<file path="src/rtl/aes_pkg.sv">
// ---------------------------------------------------------------------------
// aes_pkg
// Shared AES types and GF(2^8) helpers used by the decryption datapath.
//   state_t      : 16-byte AES state, byte 0 first; column c is bytes 4c..4c+3
//   column_t     : one 4-byte column, row 0 first
//   GF_POLY      : low byte of the AES field polynomial x^8+x^4+x^3+x+1
//   xtime()      : multiply a field element by x (i.e. by 8'h02)
//   imc_state_t  : control states of the iterative InvMixColumns unit
// ---------------------------------------------------------------------------
package aes_pkg;

    typedef logic [0:15][7:0] state_t;
    typedef logic [0:3][7:0]  column_t;

    localparam logic [7:0] GF_POLY = 8'h1B;

    typedef enum logic [1:0] {
        IDLE,
        CALC,
        DONE
    } imc_state_t;

    // Multiply by x in GF(2^8): shift left and fold the overflow bit back
    // in with the reduction polynomial.
    function automatic logic [7:0] xtime(input logic [7:0] a);
        xtime = {a[6:0], 1'b0} ^ (a[7] ? GF_POLY : 8'h00);
    endfunction

endpackage

</file>
<file path="src/rtl/inv_mix_column_seq_col.sv">
// ---------------------------------------------------------------------------
// inv_mix_single_column
// Combinational InvMixColumns for a single AES column.
//   col_in  : input column a0..a3 (row 0 first)
//   col_out : output column b0..b3
// Every constant multiplier is formed from the chain x2 = xtime(a),
// x4 = xtime(x2), x8 = xtime(x4):
//   09 = x8^a, 0b = x8^x2^a, 0d = x8^x4^a, 0e = x8^x4^x2
// ---------------------------------------------------------------------------
module inv_mix_single_column
    import aes_pkg::*;
(
    input  logic [0:3][7:0] col_in,
    output logic [0:3][7:0] col_out
);

    logic [0:3][7:0] m09;
    logic [0:3][7:0] m0b;
    logic [0:3][7:0] m0d;
    logic [0:3][7:0] m0e;

    // Per-byte multiples by 09, 0b, 0d and 0e built from the xtime chain.
    for (genvar i = 0; i < 4; i++) begin : g_mul
        logic [7:0] x2;
        logic [7:0] x4;
        logic [7:0] x8;

        assign x2     = xtime(col_in[i]);
        assign x4     = xtime(x2);
        assign x8     = xtime(x4);
        assign m09[i] = x8 ^ col_in[i];
        assign m0b[i] = x8 ^ x2 ^ col_in[i];
        assign m0d[i] = x8 ^ x4 ^ col_in[i];
        assign m0e[i] = x8 ^ x4 ^ x2;
    end

    // The inverse matrix is circulant: row r applies 0e,0b,0d,09 starting
    // at byte r and wrapping around the column.
    for (genvar r = 0; r < 4; r++) begin : g_row
        assign col_out[r] = m0e[r] ^ m0b[(r + 1) % 4] ^ m0d[(r + 2) % 4] ^ m09[(r + 3) % 4];
    end

endmodule

</file>
<file path="src/rtl/inv_mix_column_seq.sv">
// ---------------------------------------------------------------------------
// inv_mix_column_seq
// Iterative AES InvMixColumns. A state is captured on start, then
// COLS_PER_CYCLE columns per clock are run through shared single-column
// datapaths. The completed state appears on state_array_out together with
// a one-cycle done pulse and is held until the next completion.
//   clk             : clock, rising edge
//   rst             : synchronous active-high reset
//   start           : request, only looked at while idle
//   state_array_in  : state to transform, sampled on the accepting edge
//   busy            : high while a block is in flight (CALC and DONE)
//   done            : one-cycle completion pulse
//   state_array_out : last completed result
// ---------------------------------------------------------------------------
module inv_mix_column_seq
    import aes_pkg::*;
#(
    parameter int COLS_PER_CYCLE = 1
)
(
    input  logic              clk,
    input  logic              rst,
    input  logic              start,
    input  logic [0:15][7:0]  state_array_in,
    output logic              busy,
    output logic              done,
    output logic [0:15][7:0]  state_array_out
);

    if (COLS_PER_CYCLE != 1 && COLS_PER_CYCLE != 2 && COLS_PER_CYCLE != 4) begin : g_bad_cfg
        $error("inv_mix_column_seq: COLS_PER_CYCLE must be 1, 2 or 4");
    end

    // With four lanes the step wraps the 2-bit counter to zero, which is
    // harmless because the first group is also the last one.
    localparam logic [1:0] COL_STEP = 2'(COLS_PER_CYCLE);
    localparam logic [1:0] LAST_COL = 2'(4 - COLS_PER_CYCLE);

    imc_state_t state_q;
    imc_state_t state_d;
    logic [1:0] col_q;
    state_t     in_reg;
    state_t     work_reg;
    state_t     work_next;
    column_t    mix_in  [COLS_PER_CYCLE];
    column_t    mix_out [COLS_PER_CYCLE];
    logic       last_group;

    assign last_group = (col_q == LAST_COL);

    // One datapath lane per column handled in a cycle; lane g picks column
    // col_q+g out of the captured input state.
    for (genvar g = 0; g < COLS_PER_CYCLE; g++) begin : g_lane
        logic [1:0] col_idx;

        assign col_idx   = col_q + 2'(g);
        assign mix_in[g] = in_reg[{col_idx, 2'b00} +: 4];

        inv_mix_single_column u_col (
            .col_in  (mix_in[g]),
            .col_out (mix_out[g])
        );
    end

    // Merge this cycle's lane results into a copy of the working register so
    // the completion edge can publish a state that already contains the
    // final group.
    always_comb begin
        work_next = work_reg;
        for (int g = 0; g < COLS_PER_CYCLE; g++) begin
            for (int r = 0; r < 4; r++) begin
                work_next[{col_q + 2'(g), 2'(r)}] = mix_out[g][r];
            end
        end
    end

    // State register for the control FSM.
    always_ff @(posedge clk) begin
        if (rst) begin
            state_q <= IDLE;
        end else begin
            state_q <= state_d;
        end
    end

    // Next-state logic: accept in IDLE, step through the column groups in
    // CALC, spend exactly one cycle in DONE. A start seen outside IDLE is
    // simply dropped.
    always_comb begin
        state_d = state_q;
        case (state_q)
            IDLE:    if (start) state_d = CALC;
            CALC:    if (last_group) state_d = DONE;
            DONE:    state_d = IDLE;
            default: state_d = IDLE;
        endcase
    end

    // Datapath registers. The input is captured only on the accepting edge,
    // and the output register moves only on the completion edge, so partial
    // results never reach state_array_out.
    always_ff @(posedge clk) begin
        if (rst) begin
            in_reg          <= '0;
            work_reg        <= '0;
            col_q           <= '0;
            state_array_out <= '0;
        end else begin
            case (state_q)
                IDLE: begin
                    if (start) begin
                        in_reg <= state_array_in;
                        col_q  <= '0;
                    end
                end
                CALC: begin
                    work_reg <= work_next;
                    col_q    <= col_q + COL_STEP;
                    if (last_group) begin
                        state_array_out <= work_next;
                    end
                end
                default: ;
            endcase
        end
    end

    assign busy = (state_q != IDLE);
    assign done = (state_q == DONE);

endmodule

</file>
<file path="config.mk">
export PLATFORM = sky130hd
export DESIGN_NAME = inv_mix_column_seq
export DESIGN_NICKNAME = d
export VERILOG_FILES = /design/src/rtl/aes_pkg.sv /design/src/rtl/inv_mix_column_seq_col.sv /design/src/rtl/inv_mix_column_seq.sv
export SDC_FILE = /design/constraint.sdc
export NUM_CORES = 1
export LEC_CHECK = 0
export ABC_CLOCK_PERIOD_IN_PS = 9350
export CAP_MARGIN = 20
export CELL_PAD_IN_SITES_DETAIL_PLACEMENT = 2
export CELL_PAD_IN_SITES_GLOBAL_PLACEMENT = 2
export CORE_MARGIN = 2
export CORE_UTILIZATION = 36
export CTS_CLUSTER_SIZE = 20
export DETAILED_ROUTE_END_ITERATION = 7
export GPL_TIMING_DRIVEN = 0
export PLACE_DENSITY = 0.95
export SLEW_MARGIN = 20
export SYNTH_ARGS = -nofsm -noshare
export SYNTH_HDL_FRONTEND = slang
export SYNTH_HIERARCHICAL = 1
export SYNTH_SLANG_ARGS = --single-unit
</file>
<file path="constraint.sdc">
create_clock -name clk -period 9.35 [get_ports clk]
set_clock_uncertainty 0.1 [all_clocks]
set_input_delay 0.935 -clock clk [delete_from_list [all_inputs] [get_ports clk]]
set_output_delay 0.935 -clock clk [all_outputs]
set_load 0.05 [all_outputs]
</file>
After elaboration in Yosys (flattened, before gate mapping)
Index checks and enable logic that the tools add are counted.
- register bits after elaboration: 388
- output and inout bits: 130
- logic and storage cells: 164
- $add $sub $neg: 1
- order comparisons: 8
- equal/unequal tests: 5
- shift operators: 8
- mux-type cells: 29
- bitwise logic cells: 52
- reduce and logical (&&, ||, !) cells: 11
- operator list (cell ; count):
    bitwise mux 128 bit ; 4
    bitwise XOR 8 bit ; 48
    indexed part select 16 x 5 -> 17 bit ; 8
    demux 8 bit (select 4 bit) ; 4
    two-way mux 5 bit ; 12
    two-way mux 8 bit ; 4
    >= comparator 5 bit, second input constant ; 4
    < comparator 5 x 1 -> 1 bit, second input constant ; 4
    inverter 4 -> 5 bit ; 4
    one-hot mux 2 bit (2 select lines) ; 2
    AND reduction 2 bit ; 4
    two-way mux 2 bit ; 3
    == test 2 bit, second input constant ; 2
    logical AND 1 bit ; 4
    != test 2 bit, second input constant ; 2
    nonzero test 2 bit ; 2
    adder 2 x 1 -> 2 bit, second input constant ; 1
    == test 2 x 1 -> 1 bit, second input constant ; 1
    logical NOT 2 bit ; 1

Logic depth before layout (Yosys ltp)
- depth in word-level cells: 17
- mapped depth: 11
- mapped depth without buffers: 7

Hierarchy
Netlist, hierarchy kept.
- modules (own cells, without submodules) (module ; instances ; cells an instance ; area each (um^2) ; seq. area each (um^2)):
    inv_mix_column_seq ; 1 ; 1526 ; 14009.7 ; 7166.9
    inv_mix_single_column ; 1 ; 212 ; 2284.7 ; 0.0

Worst setup path before layout
OpenSTA, ideal clock, no wires.
- kind: reg2reg
- from: register col_q[0]
- to: register state_array_out[84] in the netlist's numbering
- arrival: 3407 ps
- setup slack: 5775 ps
- cell stages (with the launch flop): 11
- buffers on the path: 3
- period minus slack after synthesis: 3575 ps
- cells stage by stage: dfxtp_1 -> buf_2 -> buf_2 -> mux4_2 -> buf_2 -> xnor2_2 -> xnor3_1 -> xnor3_1 -> xnor2_1 -> mux2i_1 -> o2bb2ai_2
- RTL lines (what ; RTL line ; source):
    start: declaration ; inv_mix_column_seq.sv:41 ; logic [1:0] col_q;
    start signal: assignment ; inv_mix_column_seq.sv:118 ; col_q <= col_q + COL_STEP;
    end signal: assignment ; inv_mix_column_seq.sv:120 ; state_array_out <= work_next;
    end: declaration ; inv_mix_column_seq.sv:27 ; output logic [0:15][7:0] state_array_out

==> out/metrics.csv <==
stage,metric,value,unit
outcome,status,"complete, no violations",
cts,Num CTS Buffers,41,
worst_setup_path,worst-path fanout max,10,
synthesis,"Distinct cells, synth",37,
worst_setup_path,worst-path cell chain,"clkbuf_1, clkbuf_1, mux4_2, clkbuf_1, xnor2_1, xnor3_1, xnor3_1, xnor2_1, mux2i_1, o2bb2ai_1",
synthesis,Post-synth EDFFs,0,
floorplan,Rows,77,
cts,TritonCTS Sinks,358,
detailed_routing,router iterations before antenna repair,5,
final_layout,nets@finish,2180,
cts,Post-CTS Setup Bufs,0,
power_and_ir_drop,leakage,7.66,nW
power_and_ir_drop,Peak VDD IR,0.123,mV
synthesis,Cells after Synth,1738,
worst_setup_path,critical path data arrival time,5650,ps
worst_setup_path,worst path required time,9760,ps
sta,Slew Limit Fails,0,
floorplan,Core ar.,44400,um^2
floorplan,Die Y,217,um
worst_setup_path,"slowest stage delay, CP",870,ps
synthesis,Mapped Area,16300,um^2
cts,hold-fix buffers at CTS,0,
synthesis,largest cells by area after synthesis,"dfxtp_1 (44%), nand2_1 (12%), a21oi_1 (7.9%), xnor2_1 (6.3%), mux2i_1 (6.1%)",
grt,grt ovf,0,
place,RePlAce Congestion,0.877,
sta,final hold vios,0,
worst_setup_path,Worst setup EP type,flop,
synthesis,Post-Syn Nets,1877,
floorplan,die area,47000,um^2
sta,unrepaired setup endpoints after global routing,false,
synthesis,Synth Flop Type,dfxtp_1,
sta,Slew headroom,21.8,%
grt,vias in the first global route,16900,
sta,final setup fails,0,
min_path,Hold/Removal Path Class,flop to flop,
detailed_routing,DRT iter0 DRCs,848,
synthesis,area fraction of the dominant cell type after synthesis,44.0,%
synthesis,synthesized flop and latch total,358,
detailed_routing,Final ANT Viol Nets,0,
final_layout,n_diodes,0,
final_layout,synth-to-layout area growth,28.9,%
cts,clock-pin slew on the worst setup and hold paths,70,ps
sta,Hold Slack,356,ps
detailed_routing,routed wire length,72400,um
cts,Longest Clk Path Bufs,3,
cts,# H-tree levels,2,
cts,CTS tree,yes,
worst_setup_path,CP top delay family,XOR/XNOR gates,
sta,fin crit share,56.1,%
power_and_ir_drop,PwrDens,243,nW/um^2
synthesis,Synth async-reset ratio,0,%
worst_setup_path,Most common cell on crit path,clkbuf_1,
flow_run,Max Cap Violations,0,
place,Port Buffer Count,260,
final_layout,layout cell share with drive strength beyond 1,11.4,%
worst_setup_path,"Slowest-stage cell, CP",xnor2_1,
grt,initial antenna violation count,0,
sta,TNS Setup,0,ps
synthesis,Post-synth top cells,"nand2_1 (510), dfxtp_1 (358), a21oi_1 (256), xnor2_1 (117), mux2i_1 (100)",
cts,"Clk Latency, worst-skew pair",590,ps
detailed_routing,per-cell routed wire length,27.2,um
sta,fmax,0.191,GHz
floorplan,# IOs,261,
floorplan,Die X,217,um
synthesis,Synth Warn #,6,
cts,CTS resizes,0,
synthesis,"Seq/Total Area, Yosys",44.0,%
detailed_routing,vias per cell,5.51,
worst_setup_path,WS Path Type,flop to flop,
synthesis,most common cell in the synthesized netlist,nand2_1,
grt,first-pass GRT wire length,109000,um
cts,clock root buffer,clkbuf_16,
synthesis,"Avg Cell Area, Syn",9.38,um^2
worst_setup_path,count of buffer and inverter cells on the critical path,3,
grt,largest net degree at the start of global routing,14,
synthesis,largest area contributor in the netlist,dfxtp_1,
place,Post-DP HPWL,51100,um
sta,Tmin final,5240,ps
detailed_routing,Vias,14700,
worst_setup_path,crit start category,flop,
floorplan,Starting Density,36.7,%
detailed_routing,DRC Markers,0,
grt,GRT Total Usage,30.7,%
sta,Worst-Margin Slew,1160,ps
-- cell type report --
cell class | count | area (um^2)
flip-flops and latches | 358 | 7170
fillers | 4626 | 23400
well taps | 592 | 741
plain buffers | 149 | 763
repair buffers | 260 | 2600
inverters | 5 | 18.8
clock inverters | 17 | 196
multi-input cells | 1226 | 8370
clock buffers | 56 | 1150
-- path summary, 6_finish.rpt --
path                                              start                                to  slack (ps)  depth (start not counted)
worst min register to register  in_reg[30]$_SDFFE_PP0P_           in_reg[30]$_SDFFE_PP0P_         360                          2
worst min-delay path            in_reg[30]$_SDFFE_PP0P_           in_reg[30]$_SDFFE_PP0P_         360                          2
worst max-delay path              col_q[1]$_SDFFE_PP0P_  state_array_out[44]$_SDFFE_PP0P_        4110                         10
worst max register to register    col_q[1]$_SDFFE_PP0P_  state_array_out[44]$_SDFFE_PP0P_        4110                         10
-- through the flow --
step / worst slack (ps) / total power, mW / utilization, % / cells / area [um^2]
after floorplan: 5780 / 2.69 / - / 1738 / 16300
after global placement: 4360 / 3.28 / 44.2 / 2590 / 19600
after detailed placement: 4240 / 3.36 / 44.2 / 2590 / 19600
after CTS: 4070 / 5.08 / 47.3 / 2663 / 21000
after global routing: 4100 / 5.26 / 47.3 / 2663 / 21000
final: 4110 / 5.11 / 47.3 / 2663 / 21000
-- power by group --
group	leakage (nW)	switching, mW	internal [mW]	total [mW]
sequential	2.91	0.0576	1.61	1.67
combinational	4.08	1.19	0.585	1.77
clock	0.674	0.698	0.975	1.67
-- worst min-delay path: stages (launching register included) --
cell	delay, ps
dfxtp_1	310
nand2_1	50
a21oi_1	50
-- cell families after synthesis --
family                     Yosys count  share of synthesized area (%)
AOI/OAI and AO/OA                  356                           13.6
adders and majority gates            8                          0.614
and+or+nand+nor                    537                           13.1
buffers and inverters              154                           4.80
xor gates and xnor gates           193                           13.4
DFF                                358                           44.0
muxes                              132                           10.6
-- layout by cell type (no fill, tap or decap), types with 2 or more instances in the layout --
master           instances
inv_6                    2
xor3_1                   3
inv_1                    5
clkbuf_1                42
ha_1                     8
o2bb2ai_2                9
buf_6                    6
xnor2_1                114
xor2_2                   2
nand3b_1                 6
xnor2_2                  8
nor2_1                   2
nand3_1                  2
dfxtp_1                358
clkbuf_8                 7
mux2i_1                100
bufinv_16                4
xnor3_1                 26
clkdlybuf4s50_1        260
buf_1                    2
xor2_1                  38
and3b_1                  7
buf_2                   97
nand3b_2                 2
mux4_2                  32
a21oi_1                256
o2bb2ai_1               89
buf_4                   10
clkbuf_16               41
nand2_1                510
clkinv_2                10
-- per-layer routing --
| metal | share of wire [%] | up-vias | track usage, % |
|---|---|---|---|
| met2 | 53 | 569 | 57.4 |
| met3 | 4.9 | 185 | 4.99 |
| met4 | 4.1 | 0 | 13.3 |
| li1 | - | 6445 | - |
| met5 | 0 | - | 0 |
| met1 | 38 | 7479 | 34.2 |
(Power assumes the default switching activity.)
==> variant 1, RTL diff (same settings) <==
Add an input register stage for `start` and `state_array_in`, without a reset; this delays them by one clock. Comments in the files are not updated.
--- a/src/rtl/inv_mix_column_seq.sv
+++ b/src/rtl/inv_mix_column_seq.sv
@@ -26,6 +26,14 @@
     output logic              done,
     output logic [0:15][7:0]  state_array_out
 );
+
+    logic start_q;
+    logic [0:15][7:0] state_array_q;
+
+    always_ff @(posedge clk) begin
+        start_q       <= start;
+        state_array_q <= state_array_in;
+    end
 
     if (COLS_PER_CYCLE != 1 && COLS_PER_CYCLE != 2 && COLS_PER_CYCLE != 4) begin : g_bad_cfg
         $error("inv_mix_column_seq: COLS_PER_CYCLE must be 1, 2 or 4");
@@ -89,7 +97,7 @@
     always_comb begin
         state_d = state_q;
         case (state_q)
-            IDLE:    if (start) state_d = CALC;
+            IDLE:    if (start_q) state_d = CALC;
             CALC:    if (last_group) state_d = DONE;
             DONE:    state_d = IDLE;
             default: state_d = IDLE;
@@ -108,8 +116,8 @@
         end else begin
             case (state_q)
                 IDLE: begin
-                    if (start) begin
-                        in_reg <= state_array_in;
+                    if (start_q) begin
+                        in_reg <= state_array_q;
                         col_q  <= '0;
                     end
                 end
Behaviour: not the same (Yosys sat finds a counterexample within 4 cycles, from zero or initial values and one cycle with rst high).
==> variant 1 against the unedited design <==
- largest cell class unchanged
- power grew 29%
- cell area grew 30%
- utilization shrank 2.0 points
- sequential cell count grew 131
- maximum frequency grew 12%
- via count grew 4.9%
- routed wire length grew 12%
- critical endpoint is now work_reg[65]$_SDFFE_PP0N_
- area after synthesis grew 34%
- sequential share of layout area grew 1.8 points
- setup slack gained 0.57 ns
==> variant 1: results (changes against the unedited design) <==
** Timing
- The tightest slew margin relative to the limit came to 16.84% (-5.0 points).
- The worst-case hold slack is 0.3672 ns (+0.01071 ns).
- Slack of the critical path :: 4.674 ns (+0.5676 ns)

** Yosys
- Post-synthesis cell type count :: 33 (-11%)
- The synthesized area per cell is 11.69 µm² (+25%).
- Sorting the synthesized cells by area gives the leading types as sky130_fd_sc_hd__dfxtp_1 45%, sky130_fd_sc_hd__mux2i_1 15%, sky130_fd_sc_hd__nand2b_1 15%, sky130_fd_sc_hd__xnor2_1 4.8%, sky130_fd_sc_hd__o22ai_2 4.6%.
- The post-synthesis sequential area ratio came to 44.81% (+0.82 points).
- In the synthesized netlist, the cells that appear most often are 518 x sky130_fd_sc_hd__nand2b_1, 489 x sky130_fd_sc_hd__dfxtp_1, 328 x sky130_fd_sc_hd__mux2i_1, 120 x sky130_fd_sc_hd__xnor2_1, 80 x sky130_fd_sc_hd__o22ai_2.

** Power and ir drop
- The maximum resistive drop on vdd came to 0.1524 mV (+24%).
- The leakage power figure is 10.62 nW (+39%).

** Layout
- The layout net count was 2323 (+6.6%).
- The number of inserted filler cells in the final layout is 6005 (+30%).
- The area of all sequential standard cells came to 9789 µm² (+37%).

** Drt
- The sum of met3 wire segment lengths after detailed routing came to 3.538 mm (-1.3%).
- Total met2 wirelength after detailed routing :: 43.05 mm (+13%)
- Starting DRT DRC Count :: 664 (-22%)
- The via count came to 15.40k (+4.9%).
- The routed length on met1 is 31.07 mm (+12%).
- Detailed Route WL :: 81.29 mm (+12%)
- The highest layer touched by signal routing is met5.
- Average wire per standard cell :: 27.00 µm (-0.72%)

** Clock tree
- The total clock buffers created by CTS is 54 (+32%).
- Clock slew at the register clock pins of the worst setup and hold paths :: 0.07 ns (about the same)

** Global route
- Number of global-route vias before repair :: 18.12k (+7.5%)
- Met3 capacity usage during global routing :: 4.884% (-0.11 points)
- Met1 demand-to-capacity share in global routing :: 27.76% (-6.4 points)
- The global-route usage over all layers is 25.52% (-5.2 points).
- Antenna violations before repair :: 2 (+2)
- Global routing usage on met2 :: 47.87% (-9.6 points)
- The maximum number of pins on one net before global-route repair came to 15 (+1).

** Placed design
- The post-detailed-placement half-perimeter wirelength is 59.16 mm (+16%).
- RD Place Congestion :: 0.8784 (+0.19%)
- The post-place setup slack was 4.809 ns (+0.5678 ns).
- Placed Area :: 25420 µm² (+29%)
- Buffers on Ports :: 259 (-0.38%)
- The total placed cells including tap cells was 2910 (+12%).

** Worst setup path
- The worst path arrival time was 5.08 ns (-0.57 ns).
- In this run the critical register-to-register path is captured at work_reg[65]$_SDFFE_PP0N_.

** Min path
- Endpoint with the worst hold slack :: in_reg[89]$_SDFFE_PP0P_
- Worst hold start :: state_array_q[89]$_DFF_P_
- Class of the most critical hold timing path :: reg2reg

** Run status
- Status :: finished clean
[variant 1: cell types whose count changed in the layout (fill, tap and decap cells not counted), sizes merged, moves of 5 or more]
cell,delta
clkbuf,+57
mux2i,+228
dfxtp,+131
a21oi,-256
buf,-29
nand2,-510
nand2b,+517
o22ai,+100
xor2,-5
clkinvlp,+8
o2bb2ai,-70
[variant 1: cells by family (layout without fill, tap and decap cells)]
group	count (synthesis)	in the layout	synth area share, %
muxes	360	360	18.33
DFF	489	489	44.81
adders and majority gates	8	8	0.4582
and+or+nand+nor	532	532	15.42
xor gates and xnor gates	188	188	9.587
other	0	1	0
AOI/OAI and AO/OA	132	132	6.425
buffers and inverters	160	518	4.982
[variant 1: critical path, cell delays in order, from the launching register on]
cell                       delay (ns)
sky130_fd_sc_hd__dfxtp_1         0.42
sky130_fd_sc_hd__clkbuf_1        0.42
sky130_fd_sc_hd__buf_2           0.44
sky130_fd_sc_hd__mux4_2          0.38
sky130_fd_sc_hd__buf_4           0.21
sky130_fd_sc_hd__xnor2_2         0.46
sky130_fd_sc_hd__xnor3_1         0.46
sky130_fd_sc_hd__xnor3_1         0.44
sky130_fd_sc_hd__xnor2_1         0.66
sky130_fd_sc_hd__nand2b_1        0.28
sky130_fd_sc_hd__mux2i_1         0.29
[variant 1: report_power, final]
group	internal, mW	switching [mW]
Clock	1.27	0.931
Combinational	0.774	1.31
Sequential	2.21	0.0815
[variant 1: final cells by class]
cell class | instances | share of cell area, %
antenna | 1 | 0.009188
buffer | 157 | 3.956
clock buffer | 76 | 5.669
clock inverter | 23 | 0.9877
inverter | 3 | 0.04135
multi-input combinational | 1220 | 40.28
sequential | 489 | 35.94
tap | 782 | 3.593
timing repair buffer | 259 | 9.519
==> variant 2, RTL diff (same flow settings) <==
Without the edit above. Put a register stage on the outputs `busy` and `done`, cleared by the reset. The values now appear one clock later. The other outputs are not delayed to match. Comments in the files are not updated.
--- a/src/rtl/inv_mix_column_seq.sv
+++ b/src/rtl/inv_mix_column_seq.sv
@@ -125,8 +125,15 @@
         end
     end
 
-    assign busy = (state_q != IDLE);
-    assign done = (state_q == DONE);
+    always_ff @(posedge clk) begin
+        if (rst) begin
+            busy <= '0;
+            done <= '0;
+        end else begin
+            busy <= (state_q != IDLE);
+            done <= (state_q == DONE);
+        end
+    end
 
 endmodule
 
Check against the original RTL: not equivalent (Yosys sat finds a counterexample within 4 cycles, from zero or initial values and one cycle with rst high).
==> variant 2 against the unedited design <==
- largest cell class unchanged
- cell area hardly changed
- setup slack better by 0.29 ns
- first-iteration DRC count is 18% higher
- routed wire length is 0.58% higher
- area after synthesis is 0.29% higher
- power is 2.3% lower
- sequential cell count is 2 higher
- via count is 0.58% lower
==> variant 2: results (changes against the unedited design) <==
** Global route
- The via count of the first global-routing pass is 16.98k (+0.68%).
- The global-route met1 utilization is 34.20% (about the same).
- The global-route track usage on met3 was 5.297% (+0.31 points).
- The fraction of met2 tracks used by global routing was 56.79% (-0.65 points).
- The global-route usage over all layers came to 30.72% (about the same).
- The first-pass GRT wire length is 108.9 mm (+0.22%).

** Layout
- Multi-input logic portion of the cell area :: 39.76% (-0.068 points)
- Net count of the finished layout :: 2178 (-0.092%)
- The clock-cell share of area is 6.207% (-0.21 points).
- Count of inverters other than clock inverters in the layout :: 4 (-1)
- The area of all sequential standard cells came to 7207 µm² (+0.56%).
- Portion of the layout cell area used by non-clock buffers :: 16.07% (+0.051 points)
- The number of cells in the finished layout apart from fillers is 2667 (+0.15%).
- The total of clock buffers placed in the layout is 63 (+13%).
- The fraction of layout instances using a drive strength above 1 came to 11.47% (+0.070 points).
- The number of inserted filler cells in the final layout was 4715 (+1.9%).

** Yosys
- By count the netlist is led by 510 x sky130_fd_sc_hd__nand2_1, 360 x sky130_fd_sc_hd__dfxtp_1, 256 x sky130_fd_sc_hd__a21oi_1, 117 x sky130_fd_sc_hd__xnor2_1, 100 x sky130_fd_sc_hd__mux2i_1.
- Synthesized Nets :: 1876 (-0.053%)
- The post-synthesis sequential area ratio is 44.10% (+0.12 points).
- Post-synthesis cell type count :: 36 (-2.7%)
- The synthesized area per cell came to 9.408 µm² (+0.35%).
- By area the synthesized netlist is led by sky130_fd_sc_hd__dfxtp_1 44%, sky130_fd_sc_hd__nand2_1 12%, sky130_fd_sc_hd__a21oi_1 7.8%, sky130_fd_sc_hd__xnor2_1 6.3%, sky130_fd_sc_hd__mux2i_1 6.1%.

** Placed design
- The count of buffers inserted at the top-level ports is 259 (-0.38%).
- The placer congestion estimate came to 0.9188 (+4.8%).
- The total placed cells including tap cells came to 2596 (+0.23%).
- The post-detailed-placement half-perimeter wirelength came to 51.75 mm (+1.4%).
- Worst slack, placed :: 4.322 ns (+0.08151 ns)

** Drt
- Sum of met3 wire segment lengths after detailed routing :: 3.371 mm (-5.9%)
- The total wire length after detailed routing is 72.85 mm (+0.58%).
- Wire length the detailed router placed on met1 :: 28.29 mm (+1.8%)
- Count of vias placed by the detailed router :: 14.59k (-0.58%)
- The length of routed met2 wiring came to 37.89 mm (-0.48%).
- The number of DRC markers after the initial detailed-route iteration was 998 (+18%).

** Worst setup path
- Largest stage delay, worst path :: 0.80 ns (-0.07 ns)

** Run status
- Status :: finished clean

** Clock tree
- Clock net sink count :: 360 (+0.56%)

** Power and ir drop
- The maximum resistive drop on vdd came to 0.1130 mV (-8.0%).

** Timing
- Slew at the pin closest to its max-slew limit :: 1.244 ns (+0.07919 ns)
## variant 2: cell count changes in the layout (fill, tap and decap cells not counted), sizes merged, moves of 2 or more
cell    delta
dfxtp      +2
nor2       +2
buf        +6
clkinv     -6
xor2       -2
bufinv     -3
## variant 2: report_power, final
part | switching [mW] | internal (mW)
clock | 0.688 | 0.920
sequential | 0.0601 | 1.62
combinational | 1.15 | 0.558
## variant 2: kinds of logic (layout without fill, tap and decap cells)
kind of cell    count (synthesis)  after routing  synth area share [%]
compound gates                356            356                 13.53
xor+xnor                      192            192                 13.27
mux                           132            132                 10.54
buf+inv                       151            481                 4.885
fa+ha+maj                       8              8                0.6125
flops                         360            360                 44.10
simple gates                  538            538                 13.07
## variant 2: path summary, 6_finish.rpt
| path | start | slack [ns] | end |
|---|---|---|---|
| hold / removal | in_reg[53]$_SDFFE_PP0P_ | 0.36 | in_reg[53]$_SDFFE_PP0P_ |
| setup reg to reg | col_q[1]$_SDFFE_PP0P_ | 4.39 | state_array_out[84]$_SDFFE_PP0P_ |
| hold reg to reg | in_reg[53]$_SDFFE_PP0P_ | 0.36 | in_reg[53]$_SDFFE_PP0P_ |
| setup / recovery | col_q[1]$_SDFFE_PP0P_ | 4.39 | state_array_out[84]$_SDFFE_PP0P_ |
## variant 2: metrics by stage
stage	hold slack, ns	utilization [%]	area (µm²)
final	0.3586	46.58	21000
after global routing	0.3712	46.58	21000
after CTS	0.3597	46.55	20990
after detailed placement	0.3502	43.66	19690
after global placement	0.3387	43.66	19690
after floorplan	0.3301	-	16340
